[config.mk]
export PLATFORM = sky130hd
export DESIGN_NAME = amba_axi4_stream_fifo
export DESIGN_NICKNAME = d
export VERILOG_FILES = /design/src/rtl/amba_axi4_stream_fifo.sv
export SDC_FILE = /design/constraint.sdc
export NUM_CORES = 1
export LEC_CHECK = 0
export CAP_MARGIN = 20
export CORE_ASPECT_RATIO = 0.8
export CORE_MARGIN = 2
export CORE_UTILIZATION = 56
export DETAILED_ROUTE_END_ITERATION = 6
export PLACE_DENSITY = 0.83
export REMOVE_ABC_BUFFERS = 1
export SETUP_SLACK_MARGIN = 0.5
export SYNTH_ARGS = -nofsm -noshare
export SYNTH_HDL_FRONTEND = slang
export SYNTH_SLANG_ARGS = --single-unit
[constraint.sdc]
create_clock -name ACLK -period 4.7 [get_ports ACLK]
set_input_delay 0.94 -clock ACLK [delete_from_list [all_inputs] [get_ports ACLK]]
set_output_delay 0.94 -clock ACLK [all_outputs]
set_load 0.01 [all_outputs]
[src/rtl/amba_axi4_stream_fifo.sv]
// amba_axi4_stream_fifo
//   Synchronous AXI4-Stream FIFO that buffers one stream between a sink-side
//   port (S_*) and a source-side port (M_*). Every sideband signal is carried
//   through unchanged and in order. A beat accepted at edge N is presented on
//   M_* right after edge N. There is no fall-through path when the FIFO is empty.
//
// Ports
//   ACLK, ARESETn        clock (rising edge), asynchronous active-low reset
//   S_TVALID / S_TREADY  sink-side handshake; S_TREADY is registered
//   S_TDATA..S_TUSER     sink-side payload and sideband
//   M_TVALID / M_TREADY  source-side handshake
//   M_TDATA..M_TUSER     source-side payload and sideband (head of FIFO)
//   LEVEL                number of stored beats (0..DEPTH)
//
// Parameters
//   DATA_WIDTH_BYTES  TDATA bytes; TSTRB/TKEEP width
//   DEST_WIDTH, ID_WIDTH, USER_WIDTH  sideband widths; 0 gives a 1-bit port
//                     that is tied to 0 internally
//   DEPTH             entries; must be a power of 2 and >= 2
//
// Build option
//   AXI4_STREAM_FIFO_PKT_MODE_EN  when defined, selects store-and-forward.
//     M_TVALID is then held low until a whole packet (TLAST beat) is stored.
//     A full FIFO that holds no TLAST beat sets a flush flag. The flag releases
//     the oversized packet and clears when its TLAST beat is popped.
//     When the macro is undefined, the FIFO runs in cut-through mode.

module amba_axi4_stream_fifo #(
  parameter int unsigned DATA_WIDTH_BYTES = 1,
  parameter int unsigned DEST_WIDTH       = 4,
  parameter int unsigned ID_WIDTH         = 8,
  parameter int unsigned USER_WIDTH       = 0,
  parameter int unsigned DEPTH            = 4
) (
  input  logic                                         ACLK,
  input  logic                                         ARESETn,
  input  logic                                         S_TVALID,
  output logic                                         S_TREADY,
  input  logic [8*DATA_WIDTH_BYTES-1:0]                S_TDATA,
  input  logic [DATA_WIDTH_BYTES-1:0]                  S_TSTRB,
  input  logic [DATA_WIDTH_BYTES-1:0]                  S_TKEEP,
  input  logic                                         S_TLAST,
  input  logic [((ID_WIDTH   > 0) ? ID_WIDTH   : 1)-1:0] S_TID,
  input  logic [((DEST_WIDTH > 0) ? DEST_WIDTH : 1)-1:0] S_TDEST,
  input  logic [((USER_WIDTH > 0) ? USER_WIDTH : 1)-1:0] S_TUSER,
  output logic                                         M_TVALID,
  input  logic                                         M_TREADY,
  output logic [8*DATA_WIDTH_BYTES-1:0]                M_TDATA,
  output logic [DATA_WIDTH_BYTES-1:0]                  M_TSTRB,
  output logic [DATA_WIDTH_BYTES-1:0]                  M_TKEEP,
  output logic                                         M_TLAST,
  output logic [((ID_WIDTH   > 0) ? ID_WIDTH   : 1)-1:0] M_TID,
  output logic [((DEST_WIDTH > 0) ? DEST_WIDTH : 1)-1:0] M_TDEST,
  output logic [((USER_WIDTH > 0) ? USER_WIDTH : 1)-1:0] M_TUSER,
  output logic [$clog2(DEPTH+1)-1:0]                   LEVEL
);

  localparam int unsigned DB  = 8 * DATA_WIDTH_BYTES;
  localparam int unsigned SB  = DATA_WIDTH_BYTES;
  localparam int unsigned IDW = (ID_WIDTH   > 0) ? ID_WIDTH   : 1;
  localparam int unsigned DW  = (DEST_WIDTH > 0) ? DEST_WIDTH : 1;
  localparam int unsigned UW  = (USER_WIDTH > 0) ? USER_WIDTH : 1;
  localparam int unsigned AW  = $clog2(DEPTH);
  localparam int unsigned LW  = $clog2(DEPTH + 1);
  localparam int unsigned BW  = DB + 2*SB + 1 + IDW + DW + UW;

  logic [BW-1:0]  mem [DEPTH];
  logic [BW-1:0]  wr_word;
  logic [BW-1:0]  rd_word;
  logic [AW-1:0]  wr_ptr;
  logic [AW-1:0]  rd_ptr;
  logic [LW-1:0]  level;
  logic [LW-1:0]  level_next;
  logic           s_tready;
  logic           ready_en;
  logic           m_tvalid;
  logic           push;
  logic           pop;
  logic [IDW-1:0] id_in;
  logic [DW-1:0]  dest_in;
  logic [UW-1:0]  user_in;

  // Zero-width sidebands are stored as constant 0, whatever the port carries.
  assign id_in   = (ID_WIDTH   > 0) ? S_TID   : '0;
  assign dest_in = (DEST_WIDTH > 0) ? S_TDEST : '0;
  assign user_in = (USER_WIDTH > 0) ? S_TUSER : '0;

  assign wr_word = {S_TDATA, S_TSTRB, S_TKEEP, S_TLAST, id_in, dest_in, user_in};
  assign rd_word = mem[rd_ptr];
  assign {M_TDATA, M_TSTRB, M_TKEEP, M_TLAST, M_TID, M_TDEST, M_TUSER} = rd_word;

  assign push     = S_TVALID & s_tready;
  assign pop      = m_tvalid & M_TREADY;
  assign S_TREADY = s_tready;
  assign M_TVALID = m_tvalid;
  assign LEVEL    = level;

  // Payload storage is not reset. The head entry is never overwritten while
  // it is stored, so M_T* stays stable until the entry is popped.
  always_ff @(posedge ACLK) begin
    if (push) begin
      mem[wr_ptr] <= wr_word;
    end
  end

  always_comb begin
    level_next = level;
    unique case ({push, pop})
      2'b10:   level_next = level + LW'(1);
      2'b01:   level_next = level - LW'(1);
      default: level_next = level;
    endcase
  end

  always_ff @(posedge ACLK or negedge ARESETn) begin
    if (!ARESETn) begin
      wr_ptr <= '0;
      rd_ptr <= '0;
      level  <= '0;
    end else begin
      if (push) begin
        wr_ptr <= wr_ptr + AW'(1);
      end
      if (pop) begin
        rd_ptr <= rd_ptr + AW'(1);
      end
      level <= level_next;
    end
  end

  // ready_en keeps S_TREADY low through the first edge after reset release.
  // After that, S_TREADY looks at the next level, so M_TREADY has no
  // combinational path to it.
  always_ff @(posedge ACLK or negedge ARESETn) begin
    if (!ARESETn) begin
      ready_en <= 1'b0;
      s_tready <= 1'b0;
    end else begin
      ready_en <= 1'b1;
      s_tready <= ready_en && (level_next != LW'(DEPTH));
    end
  end

`ifdef AXI4_STREAM_FIFO_PKT_MODE_EN
  logic [LW-1:0] pkt_cnt;
  logic          flush;
  logic          push_last;
  logic          pop_last;

  assign push_last = push & S_TLAST;
  assign pop_last  = pop & M_TLAST;

  always_ff @(posedge ACLK or negedge ARESETn) begin
    if (!ARESETn) begin
      pkt_cnt <= '0;
      flush   <= 1'b0;
    end else begin
      unique case ({push_last, pop_last})
        2'b10:   pkt_cnt <= pkt_cnt + LW'(1);
        2'b01:   pkt_cnt <= pkt_cnt - LW'(1);
        default: pkt_cnt <= pkt_cnt;
      endcase
      // A full FIFO with no complete packet would otherwise deadlock.
      // Stream the oversized packet out until its TLAST beat is popped.
      if (pop_last) begin
        flush <= 1'b0;
      end else if ((level == LW'(DEPTH)) && (pkt_cnt == '0)) begin
        flush <= 1'b1;
      end
    end
  end

  assign m_tvalid = (level != '0) && ((pkt_cnt != '0) || flush);
`else
  assign m_tvalid = (level != '0);
`endif

endmodule
======== Word-level counts from Yosys, hierarchy flattened ========
Memory sizes are Yosys's and may differ from the RTL's.
Index checks and enable logic that the tools add are counted.
operators by class
  eq/ne operators ......................... 3
  bitwise logic cells ..................... 2
  shifts and indexed selects .............. 0
  $mul .................................... 0
  reductions and logical operators ........ 2
  multiplexer cells ....................... 3
  add/subtract/negate cells ............... 4
  div/mod/pow operators ................... 0
  $lt $le $gt $ge ......................... 0
operator list
  operator                                                            count
  3-bit one-hot mux with 2 select lines                               1
  2-bit by 1-bit adder with 2-bit output, second input constant       2
  3-bit by 1-bit adder with 3-bit output, second input constant       1
  3-bit != test, second input constant                                1
  3-bit nonzero test                                                  1
  3-bit by 1-bit subtractor with 3-bit output, second input constant  1
  1-bit AND                                                           2
  2-bit by 1-bit == test with 1-bit output, second input constant     1
  2-bit == test, second input constant                                1
  1-bit 2-to-1 mux                                                    2
  1-bit logical AND                                                   1
storage, ports and cells
  register bits after elaboration ......... 9
  output and inout port bits .............. 29
  bits in latches ......................... 0
  bits in read-only memories .............. 0
  logic and storage cells ................. 20
  memories kept ........................... 1
  input port bits ......................... 28
  memory bits (writable) .................. 92
memories
  memory  words  bits a word  read ports  clocked after Yosys merged registers in  write ports  line  source
  mem     4      23           1           0                                        1            67    logic [BW-1:0] mem [DEPTH];

======== Longest topological paths before layout ========
  depth in word-level cells ............... 6
  gate-level depth with buffers ........... 7
  mapped depth without buffers ............ 7

======== Least setup slack after synthesis ========
Ideal clock, no wire load.
  kind .................................... input to register
  from .................................... input M_TREADY
  to ...................................... register s_tready, in the netlist S_TREADY
  path buffers ............................ 0
  setup slack ............................. 2.337 ns
  required time ........................... 4.577 ns
  arrival time ............................ 2.241 ns
  stages on the path ...................... 7
  library setup time ...................... 0.123 ns
  cells stage by stage .................... o31a_1 > ha_1 > inv_1 > fa_1 > xor2_1 > xor2_1 > o221a_2
on the way
  longest elaborated chain between the ends .. 5
  elaborated cells on any way between the ends .. 6
  those cells by class .................... eq/ne (3); mux (1); bitwise (1); reduce/logical (1)
RTL lines
  item                                                                       line  source
  from (decl)                                                                47    input logic M_TREADY,
  1-bit AND (*)                                                              93    assign pop = m_tvalid & M_TREADY;
  2-bit by 1-bit == test with 1-bit output or 2-bit == test (tied branches)  108   unique case ({push, pop})
  3-bit one-hot mux with 2 select lines (*)                                  108
  3-bit != test (*)                                                          140   s_tready <= ready_en && (level_next != LW'(DEPTH));
  1-bit logical AND (*)                                                      140
  to (signal assigned)                                                       140
  to (decl)                                                                  74    logic s_tready;
Every way passes the cells marked *; elsewhere a longest branch is shown, timed or not.
A chain may end at the register's enable or synchronous reset.

======== Final worst setup path ========
  from .................................... register rd_ptr[0]
  to ...................................... output M_TDEST[1] in the netlist's numbering
on the way
  longest elaborated chain between the ends .. 1
RTL lines
  item                    line  source
  from (decl)             71    logic [AW-1:0] rd_ptr;
  from (signal assigned)  125   rd_ptr <= rd_ptr + AW'(1);
  memory read 4 x 23 bit  n/a
  to (decl)               53    output logic [((DEST_WIDTH > 0) ? DEST_WIDTH : 1)-1:0] M_TDEST,
Every way passes these cells.

==> qor.txt <==
Pint -> 1880 uW
CP Capture Type -> primary output
Synth Cell Area -> 0.00386 mm^2
placed cell count -> 303
RSZ-0062 raised after global routing -> no
largest net degree at the start of global routing -> 26
Peak supply drop -> 340 uV
Netlist cell types -> 24
Psw -> 735 uW
ant diodes -> 0
Sw Ratio -> 28.1%
core box area -> 0.00679 mm^2
setup violators final -> 0
number of max-cap violations -> 0
die area -> 0.00759 mm^2
FFs w/ async S/R, synth -> 8.91%
EDFF count, synth -> 92
fin cells -> 319
first-pass GRT wire length -> 9.73 mm
share of cells above drive strength 1 -> 16.8%
final setup skew -> 0.0102 ns
final hold slack -> 0.516 ns
Crit Path Category -> reg2out
commonest non-fill, non-tap cell in the layout -> edfxtp_1
Worst Tran Pin Value -> 1.06 ns
register area share after synthesis -> 77.3%
CTS tree -> built
Num CTS Buffers -> 9
mean post-synth cell area -> 23.4 um^2
number of DRC markers in iteration 0 -> 119
Clk network pwr share -> 19.8%
Die W -> 96.9 um
Required @ worst endpoint -> 3.76 ns
Vias -> 1775
IO Port Bufs -> 54
Area after DPL -> 0.00447 mm^2
Slew Limit Fails -> 0
CTS Root Cell -> clkbuf_8
Fmax -> 296 MHz
Die Ht -> 78.3 um
Rows -> 27
fin area -> 0.00466 mm^2
Gate Count Post-Synth -> 165
final period utilization -> 71.8%
Logic pwr share -> 31.4%
Ports -> 57
Critical Path Start Type -> flip-flop
grt ovf -> 0
CTS H-tree lvls -> 3
total power -> 2620 uW
status -> completed
1st-pass router iterations -> 4
postcts setup bufs -> 0
Skew-Pair Late Insertion Delay -> 0.36 ns
sequential share of power -> 48.9%
Worst-path clk slew -> 0.08 ns
Final min period -> 3.37 ns
CTS Buffer Depth -> 2
GPL Wtd Cong -> 0.816
clock net sink count -> 101
crit-path max FO -> 25
Layout area overhead -> 20.7%
vias per inst -> 5.56
cts hold-fix bufs -> 0
initial core utilization -> 56.9%
Post-Route Setup TNS -> 0 ns
Synth warnings -> 0
number of global-route vias before repair -> 1889
most frequent cells in the layout -> 92 x edfxtp_1, 54 x clkdlybuf4s50_1, 18 x mux4_2
Hold Crit Class -> reg2reg
routed len/inst -> 19.1 um
placed wire-length estimate -> 4.07 mm
LEAKAGE -> 0.00159 uW
post-CTS sizing -> 0
GRT Total Usage -> 17.8%
Worst Path Arrival -> 2.43 ns
# fillers -> 450
total wire length -> 6.09 mm
slew margin rel. -> 29.5%
antenna viol nets, final -> 0
DR DRC count -> 0
PD cells -> 561 mW/mm^2
initial antenna violation count -> 0
Nets -> 261
Hold Fails Final Rpt -> 0
Post-synth top flop -> edfxtp_1
Yosys reg bits -> 101
-- metal layers --
layer	wire length, um	part of all wire [%]	up-vias	GRT usage (%)
met3	357	5.9	8	6.41
met1	2500	41	910	21.9
met5	0	0	-	0
met2	3150	52	59	29.5
li1	-	-	798	-
met4	80	1.3	0	6.34
-- power by group through the flow --
stage / clock (uW) / combinational (uW) / sequential (uW)
2_1_floorplan: 0 / 442 / 1260
3_3_place_gp: 0 / 810 / 1290
5_1_grt: 571 / 876 / 1310
3_5_place_dp: 0 / 829 / 1310
4_1_cts: 533 / 835 / 1290
6_report: 518 / 820 / 1280
-- path summary, 6_finish.rpt --
check | start | end | slack (ns) | depth (start not counted)
max in group asynchronous | ARESETn | rd_ptr[0] | 3.49 | 1
worst max-delay path | rd_ptr[0] | M_TDEST[1] | 1.33 | 2
min in group asynchronous | ARESETn | LEVEL[2] | 0.88 | 1
worst min register to register | ready_en | S_TREADY | 0.52 | 1
worst min-delay path | ready_en | S_TREADY | 0.52 | 1
worst max register to register | LEVEL[0] | S_TREADY | 2.67 | 7
-- critical path, stage by stage (launching register included) --
cell and delay [ns]:
dfrtp_2 0.90, mux4_1 0.68, clkdlybuf4s50_1 0.50
-- stage by stage --
stage	utilization, %	setup slack [ns]
floorplan	-	1.97
global placement	65.9	1.68
detailed placement	65.9	1.66
CTS	68.7	1.27
global route	68.7	1.19
finish	68.7	1.33
-- cell families (layout without fill, tap and decap cells) --
family	count (synthesis)	after routing	synth area share, %
XOR/XNOR	7	7	1.59
adder cells (fa/ha/maj)	6	6	2.14
flip-flops	101	101	77.3
buffers and inverters	12	79	2.40
multiplexers	25	25	14.4
AND/OR/NAND/NOR	10	10	1.42
AO/OA/AOI/OAI	2	2	0.518
other	2	2	0.194
-- Yosys cell counts, types with 2 or more instances --
| cell | count | area (um^2) |
|---|---|---|
| mux4_2 | 18 | 405 |
| buf_2 | 3 | 15.0 |
| mux4_1 | 5 | 131 |
| nand2_1 | 2 | 7.51 |
| inv_1 | 5 | 18.8 |
| ha_1 | 5 | 62.6 |
| xor2_1 | 4 | 35.0 |
| buf_12 | 2 | 40.0 |
| conb_1 | 2 | 7.51 |
| and3_1 | 4 | 25.0 |
| xnor2_1 | 3 | 26.3 |
| edfxtp_1 | 92 | 2760 |
| dfrtp_1 | 9 | 225 |
-- sequential cells by signal (all words and copies together), names as in the netlist --
register	count
LEVEL	3
S_TREADY	1
mem	92
rd_ptr	2
ready_en	1
wr_ptr	2
-- cell type report --
class / instances / area [um^2] / share of cell area, %
Sequential cell: 101 / 2990 / 64.1
Timing Repair Buffer: 58 / 571 / 12.2
Clock inverter: 5 / 61.3 / 1.31
Tap cell: 87 / 109 / 2.33
Clock buffer: 11 / 131 / 2.82
Inverter: 5 / 18.8 / 0.402
Multi-Input combinational cell: 52 / 785 / 16.8
Power figures use the tool's default switching activity.
